==> config.mk <==
export PLATFORM = sky130hd
export DESIGN_NAME = matrix_dispatcher
export DESIGN_NICKNAME = d
export VERILOG_FILES = /design/src/rtl/matrix_dispatcher_pkg.sv /design/src/rtl/matrix_buffer.sv /design/src/rtl/matrix_dispatcher.sv
export SDC_FILE = /design/constraint.sdc
export NUM_CORES = 1
export LEC_CHECK = 0
export CAP_MARGIN = 20
export CORE_MARGIN = 3
export CORE_UTILIZATION = 55
export DETAILED_ROUTE_END_ITERATION = 6
export GPL_ROUTABILITY_DRIVEN = 1
export PLACE_DENSITY_LB_ADDON = 0.2
export SYNTH_ARGS = -nofsm -noshare
export SYNTH_HDL_FRONTEND = slang
export SYNTH_SLANG_ARGS = --single-unit
==> constraint.sdc <==
create_clock -name in_clk -period 4.24 [get_ports in_clk]
set_input_delay 1.272 -clock in_clk [delete_from_list [all_inputs] [get_ports in_clk]]
set_output_delay 1.272 -clock in_clk [all_outputs]
set_load 0.05 [all_outputs]
==> src/rtl/matrix_dispatcher_pkg.sv <==
// Shared definitions for the matrix dispatcher and column processor: FSM encoding and bus packing.
package matrix_dispatcher_pkg;

    localparam logic [2:0] ST_IDLE  = 3'd0;
    localparam logic [2:0] ST_ISSUE = 3'd1;
    localparam logic [2:0] ST_ACK   = 3'd2;
    localparam logic [2:0] ST_NEXT  = 3'd3;
    localparam logic [2:0] ST_DONE  = 3'd4;

    // LSB of element k on a bus packing cells of cell_width bits, element 0 at the bottom.
    function automatic int elem_lsb(input int k, input int cell_width);
        return k * cell_width;
    endfunction

endpackage

==> src/rtl/matrix_buffer.sv <==
// size*size cell register file, one write port, all cells exposed flat; write visible next cycle.
// No backpressure: a write strobe is always accepted; out-of-range addresses are dropped.
module matrix_buffer
    import matrix_dispatcher_pkg::*;
#(
    parameter int size       = 2,
    parameter int cell_width = 32,
    localparam int aw        = $clog2(size * size)
) (
    input  logic                              clk,
    input  logic                              rst_n,
    input  logic                              wr_en,
    input  logic [aw-1:0]                     wr_addr,
    input  logic [cell_width-1:0]             wr_data,
    output logic [size*size*cell_width-1:0]   cells
);

    localparam logic [aw:0] n_cells = (aw + 1)'(size * size);

    always_ff @(posedge clk or negedge rst_n) begin
        if (!rst_n) begin
            cells <= '0;
        end else if (wr_en && ({1'b0, wr_addr} < n_cells)) begin
            cells[elem_lsb(int'(wr_addr), cell_width) +: cell_width] <= wr_data;
        end
    end

endmodule

==> src/rtl/matrix_dispatcher.sv <==
// Walks every C[i][j], presenting row i of A / column j of B over a four-phase ready/ack handshake.
// 3 cycles per cell with a zero-wait responder; stalls indefinitely on either handshake phase.
module matrix_dispatcher
    import matrix_dispatcher_pkg::*;
#(
    parameter int size       = 2,
    parameter int cell_width = 32,
    localparam int aw        = $clog2(size * size),
    localparam int iw        = (size > 1) ? $clog2(size) : 1
) (
    input  logic                         in_clk,
    input  logic                         in_reset,
    input  logic                         in_wr_en,
    input  logic                         in_wr_sel,
    input  logic [aw-1:0]                in_wr_addr,
    input  logic [cell_width-1:0]        in_wr_data,
    input  logic                         in_start,
    input  logic [aw-1:0]                in_rd_addr,
    output logic [cell_width-1:0]        out_rd_data,
    output logic                         out_busy,
    output logic                         out_done,
    output logic [size*cell_width-1:0]   out_row_a,
    output logic [size*cell_width-1:0]   out_col_b,
    output logic                         out_cp_ready,
    output logic                         out_cp_ack,
    input  logic                         in_cp_ready,
    input  logic [cell_width-1:0]        in_cp_cell
);

    localparam logic [iw-1:0] last   = iw'(size - 1);
    localparam logic [aw:0]  n_cells = (aw + 1)'(size * size);

    logic [2:0]                       state;
    logic [iw-1:0]                    i;
    logic [iw-1:0]                    j;
    logic [aw-1:0]                    cur_addr;
    logic                             a_wr_en;
    logic                             b_wr_en;
    logic                             c_wr_en;
    logic [size*size*cell_width-1:0]  a_cells;
    logic [size*size*cell_width-1:0]  b_cells;
    logic [size*size*cell_width-1:0]  c_cells;

    // Host writes only land while idle; a running job sees frozen operands.
    assign a_wr_en  = (state == ST_IDLE) && in_wr_en && !in_wr_sel;
    assign b_wr_en  = (state == ST_IDLE) && in_wr_en &&  in_wr_sel;
    assign c_wr_en  = (state == ST_ISSUE) && in_cp_ready;
    assign cur_addr = aw'(int'(i) * size + int'(j));

    matrix_buffer #(.size(size), .cell_width(cell_width)) u_buf_a (
        .clk     (in_clk),
        .rst_n   (in_reset),
        .wr_en   (a_wr_en),
        .wr_addr (in_wr_addr),
        .wr_data (in_wr_data),
        .cells   (a_cells)
    );

    matrix_buffer #(.size(size), .cell_width(cell_width)) u_buf_b (
        .clk     (in_clk),
        .rst_n   (in_reset),
        .wr_en   (b_wr_en),
        .wr_addr (in_wr_addr),
        .wr_data (in_wr_data),
        .cells   (b_cells)
    );

    matrix_buffer #(.size(size), .cell_width(cell_width)) u_buf_c (
        .clk     (in_clk),
        .rst_n   (in_reset),
        .wr_en   (c_wr_en),
        .wr_addr (cur_addr),
        .wr_data (in_cp_cell),
        .cells   (c_cells)
    );

    always_ff @(posedge in_clk or negedge in_reset) begin
        if (!in_reset) begin
            state        <= ST_IDLE;
            i            <= '0;
            j            <= '0;
            out_cp_ready <= 1'b0;
            out_cp_ack   <= 1'b0;
        end else begin
            case (state)
                ST_IDLE: begin
                    if (in_start) begin
                        i            <= '0;
                        j            <= '0;
                        out_cp_ready <= 1'b1;
                        state        <= ST_ISSUE;
                    end
                end
                ST_ISSUE: begin
                    if (in_cp_ready) begin
                        out_cp_ready <= 1'b0;
                        out_cp_ack   <= 1'b1;
                        state        <= ST_ACK;
                    end
                end
                ST_ACK: begin
                    if (!in_cp_ready) begin
                        out_cp_ack <= 1'b0;
                        state      <= ST_NEXT;
                    end
                end
                ST_NEXT: begin
                    if (i == last && j == last) begin
                        state <= ST_DONE;
                    end else begin
                        if (j == last) begin
                            j <= '0;
                            i <= i + iw'(1);
                        end else begin
                            j <= j + iw'(1);
                        end
                        out_cp_ready <= 1'b1;
                        state        <= ST_ISSUE;
                    end
                end
                ST_DONE: state <= ST_IDLE;
                default: state <= ST_IDLE;
            endcase
        end
    end

    assign out_busy = (state != ST_IDLE);
    assign out_done = (state == ST_DONE);

    // Operand buses follow the counters, which only move in NEXT.
    always_comb begin
        out_row_a = '0;
        out_col_b = '0;
        for (int k = 0; k < size; k++) begin
            out_row_a[elem_lsb(k, cell_width) +: cell_width] =
                a_cells[elem_lsb(int'(i) * size + k, cell_width) +: cell_width];
            out_col_b[elem_lsb(k, cell_width) +: cell_width] =
                b_cells[elem_lsb(k * size + int'(j), cell_width) +: cell_width];
        end
    end

    always_comb begin
        out_rd_data = '0;
        if ({1'b0, in_rd_addr} < n_cells) begin
            out_rd_data = c_cells[elem_lsb(int'(in_rd_addr), cell_width) +: cell_width];
        end
    end

endmodule

-- Yosys cells after proc, flatten, opt, wreduce, memory -nomap -nowiden
Index checks and enable logic that the tools add are counted.
- multiplexer cells: 22
- $add $sub $neg: 7
- reductions and logical operators: 16
- shifts and indexed selects: 9
- equality and inequality tests: 9
- operators with widths (kind ; number):
    $bwmux 128 ; 3
    $shift 32x33->128 const A ; 2
    $shiftx 128x8->32 ; 2
    $shiftx 128x9->32 ; 2
    $shiftx 32x33->128 ; 2
    $shiftx 128x7->32 ; 1
    $neg 7->33 ; 2
    $mux 3 ; 4
    $pmux 3 s4 ; 1
    $mux 1 ; 10
    $ne 2x2->1 const B ; 5
    $reduce_and 3->1 ; 3
    $reduce_and 4->1 ; 2
    $eq 3x2->1 const B ; 2
    $pmux 1 s2 ; 3
    $reduce_bool 3->1 ; 2
    $logic_and 1x1->1 ; 5
    $reduce_bool 2->1 ; 2
    $add 2x1->3 const A ; 1
    $add 2x1->3 const B ; 1
    $eq 3x1->1 const B ; 1
    $eq 3x3->1 const B ; 1
    $logic_not 3->1 ; 1
    $pmux 1 s3 ; 1
    3 further kinds ; 4
- output and inout bits: 164
- input port bits: 74
- flip-flop bits (word level): 391

-- Longest topological paths before layout
Gate-level depths: netlist (run 1).
- word-level depth: 4
- gate-level depth with buffers: 10
- depth with buffers taken out: 5

-- Cells and area by module
From an unflattened synthesis (run 1), not the netlist that was laid out.
- cell total of the unflattened synthesis: 1499
- area, all modules: 19138.4 um^2
- by module, submodules not included (module ; instances ; cells an instance ; area an instance (um^2)):
    matrix_buffer at u_buf_a ... ; 2 ; 457 ; 5561.6
    matrix_buffer at u_buf_c ; 1 ; 359 ; 5246.3
    matrix_dispatcher ; 1 ; 226 ; 2768.9

-- Worst setup path before layout (run 1)
OpenSTA, ideal clock, no wires.
- kind: input-to-output
- start: input port in_rd_addr[0]
- end: output port out_rd_data[10]
- path buffers: 2
- arrival: 2.484 ns
- setup slack: 0.484 ns
- cell stages on the path: 3
- required time: 2.968 ns
- cells stage by stage: clkbuf_1 > buf_2 > mux4_2
- word-level cells in the longest chain between the ends: 1
- RTL lines (item ; RTL line ; source):
    start, declared ; matrix_dispatcher.sv:18 ; input logic [aw-1:0] in_rd_addr,
    $shiftx 128x8->32 ; matrix_dispatcher.sv:145 ; out_rd_data = c_cells[elem_lsb(int'(in_rd_addr), cell_width) +: cell_width];
    end, declared ; matrix_dispatcher.sv:19 ; output logic [cell_width-1:0] out_rd_data,
No other way between the ends.

-- Worst setup path after layout (run 1)
- start: register j
- end: output port out_col_b[41]
- word-level cells in the longest chain between the ends: 2
- RTL lines (item ; RTL line ; source):
    start, declared ; matrix_dispatcher.sv:35 ; logic [iw-1:0] j;
    start signal, assigned ; matrix_dispatcher.sv:115 ; j <= j + iw'(1);
    $add 2x1->3 ; matrix_dispatcher.sv:138 ; b_cells[elem_lsb(k * size + int'(j), cell_width) +: cell_width];
    $shiftx 128x9->32 ; matrix_dispatcher.sv:138 ;
    end, declared ; matrix_dispatcher.sv:23 ; output logic [size*cell_width-1:0] out_col_b,
No other way between the ends.

==> flow_metrics.env, run 1 <==
export IMPL_run_status="completed"
export IMPL_core_region_area_um2=32800
export IMPL_yosysUniqueCellTypes=46
export IMPL_overflow=0
export IMPL_antenna_found_initial=5
export IMPL_synth_enable_flop_cells=0
export IMPL_synth_most_common_cell="dfrtp_1"
export IMPL_fmax_mhz=245
export IMPL_synth_seq_cells=391
export IMPL_grt_max_degree=99
export IMPL_p_leak_nw=10.7
export IMPL_syn_inst=1489
export IMPL_seq_area_um2=9790
export IMPL_synth_fp_nets=1573
export IMPL_design_power_total_mw=14.4
export IMPL_synth_top_family_by_area="multiplexers"
export IMPL_drtIter0Drc=982
export IMPL_cts_made_buffers=42
export IMPL_post_cts_setup_buffers=0
export IMPL_period_share=0.962
export IMPL_viasPerCell=6.03
export IMPL_ys_seq_area_frac=0.530
export IMPL_max_slew_worst_pin_slew_ns=0.916
export IMPL_slowest_delay_ns=0.84
export IMPL_first_pass_iters=6
export IMPL_fin_tns_setup_ns=0
export IMPL_synth_warnings=0
export IMPL_totalWireLength_um=49500
export IMPL_dp_hpwl_um=31200
export IMPL_layout_min_cycle_time_ns=4.08
export IMPL_num_rows=66
export IMPL_grt_first_pass_wirelength_um=78600
export IMPL_path_class="reg -> out"
export IMPL_vias=13100
export IMPL_worst_hold_path_type="reg -> reg"
export IMPL_ant_nets=0
export IMPL_synthTopCellsByArea="dfrtp_1, mux2_2, nand4_1, mux4_2, o21ai_0"
export IMPL_hold_slack_ns=0.486
export IMPL_crit_required_ns=2.97
export IMPL_h_tree_depth=2
export IMPL_cp_max_fo=36
export IMPL_finClkSkew_ns=0.00751
export IMPL_clockBufferDepth=3
export IMPL_start_util=0.563
export IMPL_syn_area_um2=18400
export IMPL_critPathBufInv=2
export IMPL_yosys_area_share_simple=0.0955
export IMPL_arrival_ns=2.81
export IMPL_grt_pass1_vias=13700
export IMPL_synthAdderAreaFrac=0.00678
export IMPL_cts_tree="yes"
export IMPL_grt_usage=0.276
export IMPL_synth_commonest_cells="dfrtp_1, mux2_2, inv_1, o21ai_0, nand4_1"
export IMPL_startpoint_type="flip-flop"
export IMPL_postCtsHoldBufs=0
export IMPL_path_cells="buf_16, mux2_2, clkdlybuf4s50_1"
export IMPL_synthArstFlopShare=1.00
export IMPL_dieArea_um2=35800
export IMPL_synth_main_ff_cell="dfrtp_1"
export IMPL_synthXorXnorAreaFrac=0
export IMPL_syn_to_final_growth_pct=25.7
export IMPL_cts_reportedPaths_clkPinSlew_ns=0.06
export IMPL_p_per_area_nw_per_um2=622
export IMPL_clkSinkCount=391
export IMPL_finalMaxSlewViolations=0
export IMPL_wire_per_inst_um=22.8
export IMPL_critPathSlowestCell="dfrtp_4"
export IMPL_synth_compound_area_frac=0.0725
export IMPL_port_buffers=237
export IMPL_die_h_um=189
export IMPL_nets=1779
export IMPL_syn_avg_cell_area_um2=12.4
export IMPL_ctsResizeCount=0
export IMPL_gp_congestion=0.802
export IMPL_clockRootBuffer="clkbuf_16"
export IMPL_pin_count=238
export IMPL_drive_above_1_share=0.319
export IMPL_hold_viol_final=0
export IMPL_n_fill_cell=2285
export IMPL_peakVddDrop_v=0.000350
export IMPL_die_width_um=189
export IMPL_synth_top_cell_by_area="dfrtp_1"
export IMPL_final_util=0.708
export IMPL_post_route_drc_count=0
export IMPL_synth_mux_area_frac=0.235
export IMPL_multi_input_area_um2=7630
export IMPL_crit_path_end_kind="output port"
export IMPL_path_delay_family="buffers and inverters"
export IMPL_finalSetupViolCount=0
export IMPL_maxCapViolCount=0
export IMPL_synth_top_area_frac=0.530
export IMPL_slew_headroom=0.389
export IMPL_clkLatencyLatePin_ns=0.53
export IMPL_rsz0062_at_grt="false"
-- cell type report --
class                      count  share of cell area
sequential                   391               0.422
multi-input combinational    838               0.329
timing repair buffer         286               0.141
clock buffer                  64              0.0555
tap                          442              0.0238
inverter                     136              0.0220
clock inverter                13             0.00647
antenna                        2            0.000216
-- registers in the layout, summed over array words and instances (netlist names) --
name,flops
j,1
u_buf_b.cells,128
u_buf_a.cells,128
out_cp_ack,1
i,1
state,3
out_cp_ready,1
u_buf_c.cells,128
-- layout by cell type (no fill, tap or decap), drive strengths merged, types with 2 or more instances in the layout --
cell type | synthesis | final
dfrtp | 391 | 391
mux2 | 320 | 320
clkdlybuf4s50 | 0 | 203
inv | 136 | 137
o21ai | 129 | 129
nand4 | 128 | 128
and2 | 99 | 99
buf | 54 | 83
clkbuf | 70 | 64
a22o | 64 | 64
mux4 | 32 | 32
ha | 10 | 10
clkinv | 0 | 8
nor4b | 7 | 7
nand2 | 6 | 6
and3 | 4 | 4
nand2b | 3 | 3
a21oi | 3 | 3
bufinv | 0 | 3
nor3b | 3 | 3
nor4bb | 3 | 3
nand3 | 3 | 3
nor3 | 3 | 3
diode | 0 | 2
nor2b | 2 | 2
nor2 | 2 | 2
a21o | 2 | 2
o211ai | 2 | 2
-- per-layer routing --
| metal | wire length [um] | share of wire | GRT usage |
|---|---|---|---|
| met2 | 23900 | 0.48 | 0.453 |
| met4 | 1250 | 0.025 | 0.0756 |
| met1 | 20400 | 0.41 | 0.373 |
| met5 | 39 | 0.00079 | 0 |
| met3 | 3950 | 0.080 | 0.0635 |
-- logic make-up after synthesis --
logic type / Yosys count
adders and majority gates: 10
and+or+nand+nor: 270
DFF: 391
muxes: 353
buffers and inverters: 260
AOI/OAI and AO/OA: 205
-- power by group --
part | internal, mW | leakage [nW] | total (mW) | switching, mW
logic | 2.24 | 4.79 | 5.43 | 3.19
clock network | 2.28 | 0.710 | 3.77 | 1.49
registers | 4.62 | 5.21 | 5.23 | 0.611
-- per-stage QoR --
step	setup WS, ns	instances	cell area, um^2
after global routing	0.0961	2172	23200
after floorplan	0.484	1489	18400
after global placement	0.429	2092	21700
after CTS	0.0589	2169	23200
after detailed placement	0.401	2092	21700
final	0.161	2172	23200
-- path summary, 6_finish.rpt --
kind,startpoint,to,slack (ns),cells after the start
min,u_buf_b.cells[46],u_buf_b.cells[46],0.49,1
max,j,out_col_b[41],0.16,3
max reg2reg,j,u_buf_c.cells[59],0.94,8
min reg2reg,u_buf_b.cells[46],u_buf_b.cells[46],0.49,1
min in group asynchronous,in_reset,u_buf_c.cells[7],0.68,1
max in group asynchronous,in_reset,u_buf_b.cells[32],2.50,3
No activity file was read; power rests on OpenSTA's default activity.
==> inputs of run 2 (changes only) <==
--- a/config.mk
+++ b/config.mk
@@ -11,6 +11,7 @@
 export DETAILED_ROUTE_END_ITERATION = 6
 export GPL_ROUTABILITY_DRIVEN = 1
 export PLACE_DENSITY_LB_ADDON = 0.2
+export REMOVE_ABC_BUFFERS = 1
 export SYNTH_ARGS = -nofsm -noshare
 export SYNTH_HDL_FRONTEND = slang
 export SYNTH_SLANG_ARGS = --single-unit
==> run 2 against run 1 <==
Effect of this change:
- clock-buffer cell count increased by 3
- core utilization increased by 0.16 points
- global-route usage increased by 0.44 points
- total power increased by 0.84%
- register-to-register slack improved by 0.14 ns
- sequential share of layout area decreased by 0.082 points
- hold slack got worse by 0.0041 ns
- largest cell class unchanged
- worst setup slack improved by 0.023 ns
- first-iteration DRC count increased by 18%
- non-clock buffer count decreased by 3
- flip-flop and latch count unchanged
==> flow_metrics.env, run 2 (synthesis gave the netlist of run 1 again) <==
export IMPL_layout_common_cells="dfrtp_1, mux2_2, clkdlybuf4s50_1, inv_1, o21ai_0"
export IMPL_drive_above_1_share=0.323
export IMPL_die_width_um=189
export IMPL_gp_congestion=0.822
export IMPL_first_pass_iters=5
export IMPL_cts_made_buffers=43
export IMPL_cts_tree="yes"
export IMPL_core_region_area_um2=32800
export IMPL_clkSinkCount=391
export IMPL_antenna_found_initial=1
export IMPL_dp_cells=2089
export IMPL_vias=13200
export IMPL_rsz0062_at_grt="false"
export IMPL_crit_path_end_kind="output port"
export IMPL_start_util=0.563
export IMPL_startpoint_type="flip-flop"
export IMPL_finalSetupViolCount=0
export IMPL_num_rows=66
export IMPL_drtIter0Drc=1161
export IMPL_maxCapViolCount=0
export IMPL_finalMaxSlewViolations=0
export IMPL_finClkSkew_ns=0.00997
export IMPL_run_status="completed"
export IMPL_cp_max_fo=35
export IMPL_p_per_area_nw_per_um2=626
export IMPL_port_buffers=237
export IMPL_viasPerCell=6.06
export IMPL_pin_count=238
export IMPL_clockRootBuffer="clkbuf_16"
export IMPL_dieArea_um2=35800
export IMPL_grt_pass1_vias=14000
export IMPL_layout_min_cycle_time_ns=4.06
export IMPL_syn_to_final_growth_pct=26.0
export IMPL_cts_reportedPaths_clkPinSlew_ns=0.06
export IMPL_reg_top3="u_buf_a.cells (128), u_buf_b.cells (128), u_buf_c.cells (128)"
export IMPL_clockBufferDepth=3
export IMPL_period_share=0.957
export IMPL_peakVddDrop_v=0.000351
export IMPL_final_util=0.709
export IMPL_path_class="reg -> out"
export IMPL_fmax_mhz=247
export IMPL_nets=1777
export IMPL_totalWireLength_um=50300
export IMPL_slew_headroom=0.483
export IMPL_max_slew_worst_pin_slew_ns=0.776
export IMPL_grt_usage=0.280
export IMPL_crit_required_ns=2.97
export IMPL_arrival_ns=2.78
export IMPL_worst_hold_path_type="reg -> reg"
export IMPL_p_leak_nw=10.7
export IMPL_stdcell_count=2171
export IMPL_post_route_drc_count=0
export IMPL_grt_first_pass_wirelength_um=79500
export IMPL_ant_nets=0
export IMPL_final_common_cell="dfrtp_1"
export IMPL_die_h_um=189
export IMPL_hold_slack_ns=0.482
export IMPL_grt_max_degree=126
export IMPL_hold_viol_final=0
export IMPL_overflow=0
export IMPL_h_tree_depth=2
export IMPL_clkLatencyLatePin_ns=0.53
export IMPL_dp_hpwl_um=30700
export IMPL_wire_per_inst_um=23.2
run 2: cell count changes in the layout (fill, tap and decap cells not counted), sizes merged:
cell | previous run | this run
clkdlybuf4s50 | 203 | 201
diode | 2 | 1
clkbuf | 64 | 67
buf | 83 | 82
run 2: path summary, 6_finish.rpt:
kind / cells past startpoint / from / slack [ns] / endpoint
setup reg to reg: 9 / j / 1.08 / u_buf_c.cells[6]
hold / removal: 1 / u_buf_b.cells[43] / 0.48 / u_buf_b.cells[43]
setup / recovery: 3 / j / 0.18 / out_col_b[18]
max in group asynchronous: 2 / in_reset / 2.50 / u_buf_a.cells[116]
min in group asynchronous: 1 / in_reset / 0.79 / u_buf_c.cells[8]
hold reg to reg: 1 / u_buf_b.cells[43] / 0.48 / u_buf_b.cells[43]
run 2: final cells by class:
cell class	count	area (um^2)
well taps	442	553
fillers	2306	9540
inverters	136	510
diodes	1	2.50
repair buffers	283	3230
clock inverters	13	161
multi-input cells	838	7630
clock buffers	67	1370
flip-flops and latches	391	9790
run 2: layer usage:
metal  share of wire  track usage  vias to the layer above
met5         0.00014            0                        -
met4           0.020       0.0722                        2
met3           0.081       0.0592                       81
met2            0.48        0.457                      568
met1            0.42        0.387                     6772
li1                -            -                     5734
run 2: power breakdown:
part           leakage, nW  total, mW  internal [mW]  switching (mW)
clock                0.759       3.91           2.40            1.50
combinational         4.76       5.35           2.22            3.12
sequential            5.21       5.31           4.63           0.681
total                 10.7       14.6           9.25            5.31
run 2: critical path: stages, from the launching register on:
cell and delay (ns):
dfrtp_4 0.82, buf_16 0.32, mux2_2 0.39, clkdlybuf4s50_1 0.70
run 2: metrics by stage:
step	instance area, um^2	worst slack [ns]	TNS [ns]	power (mW)
finish	23200	0.184	0	14.6
global route	23200	0.130	0	15.2
CTS	23200	0.0589	0	14.6
detailed placement	21700	0.405	0	10.6
global placement	21700	0.422	0	10.5
floorplan	17900	-7.34	-916.77	8.31
run 2: timing repair:
action / CTS / global route
setup endpoints to repair: 0 / 1
hold buffers: 0 / 0
resized for setup: 0 / 0
buffers inserted: 0 / 1
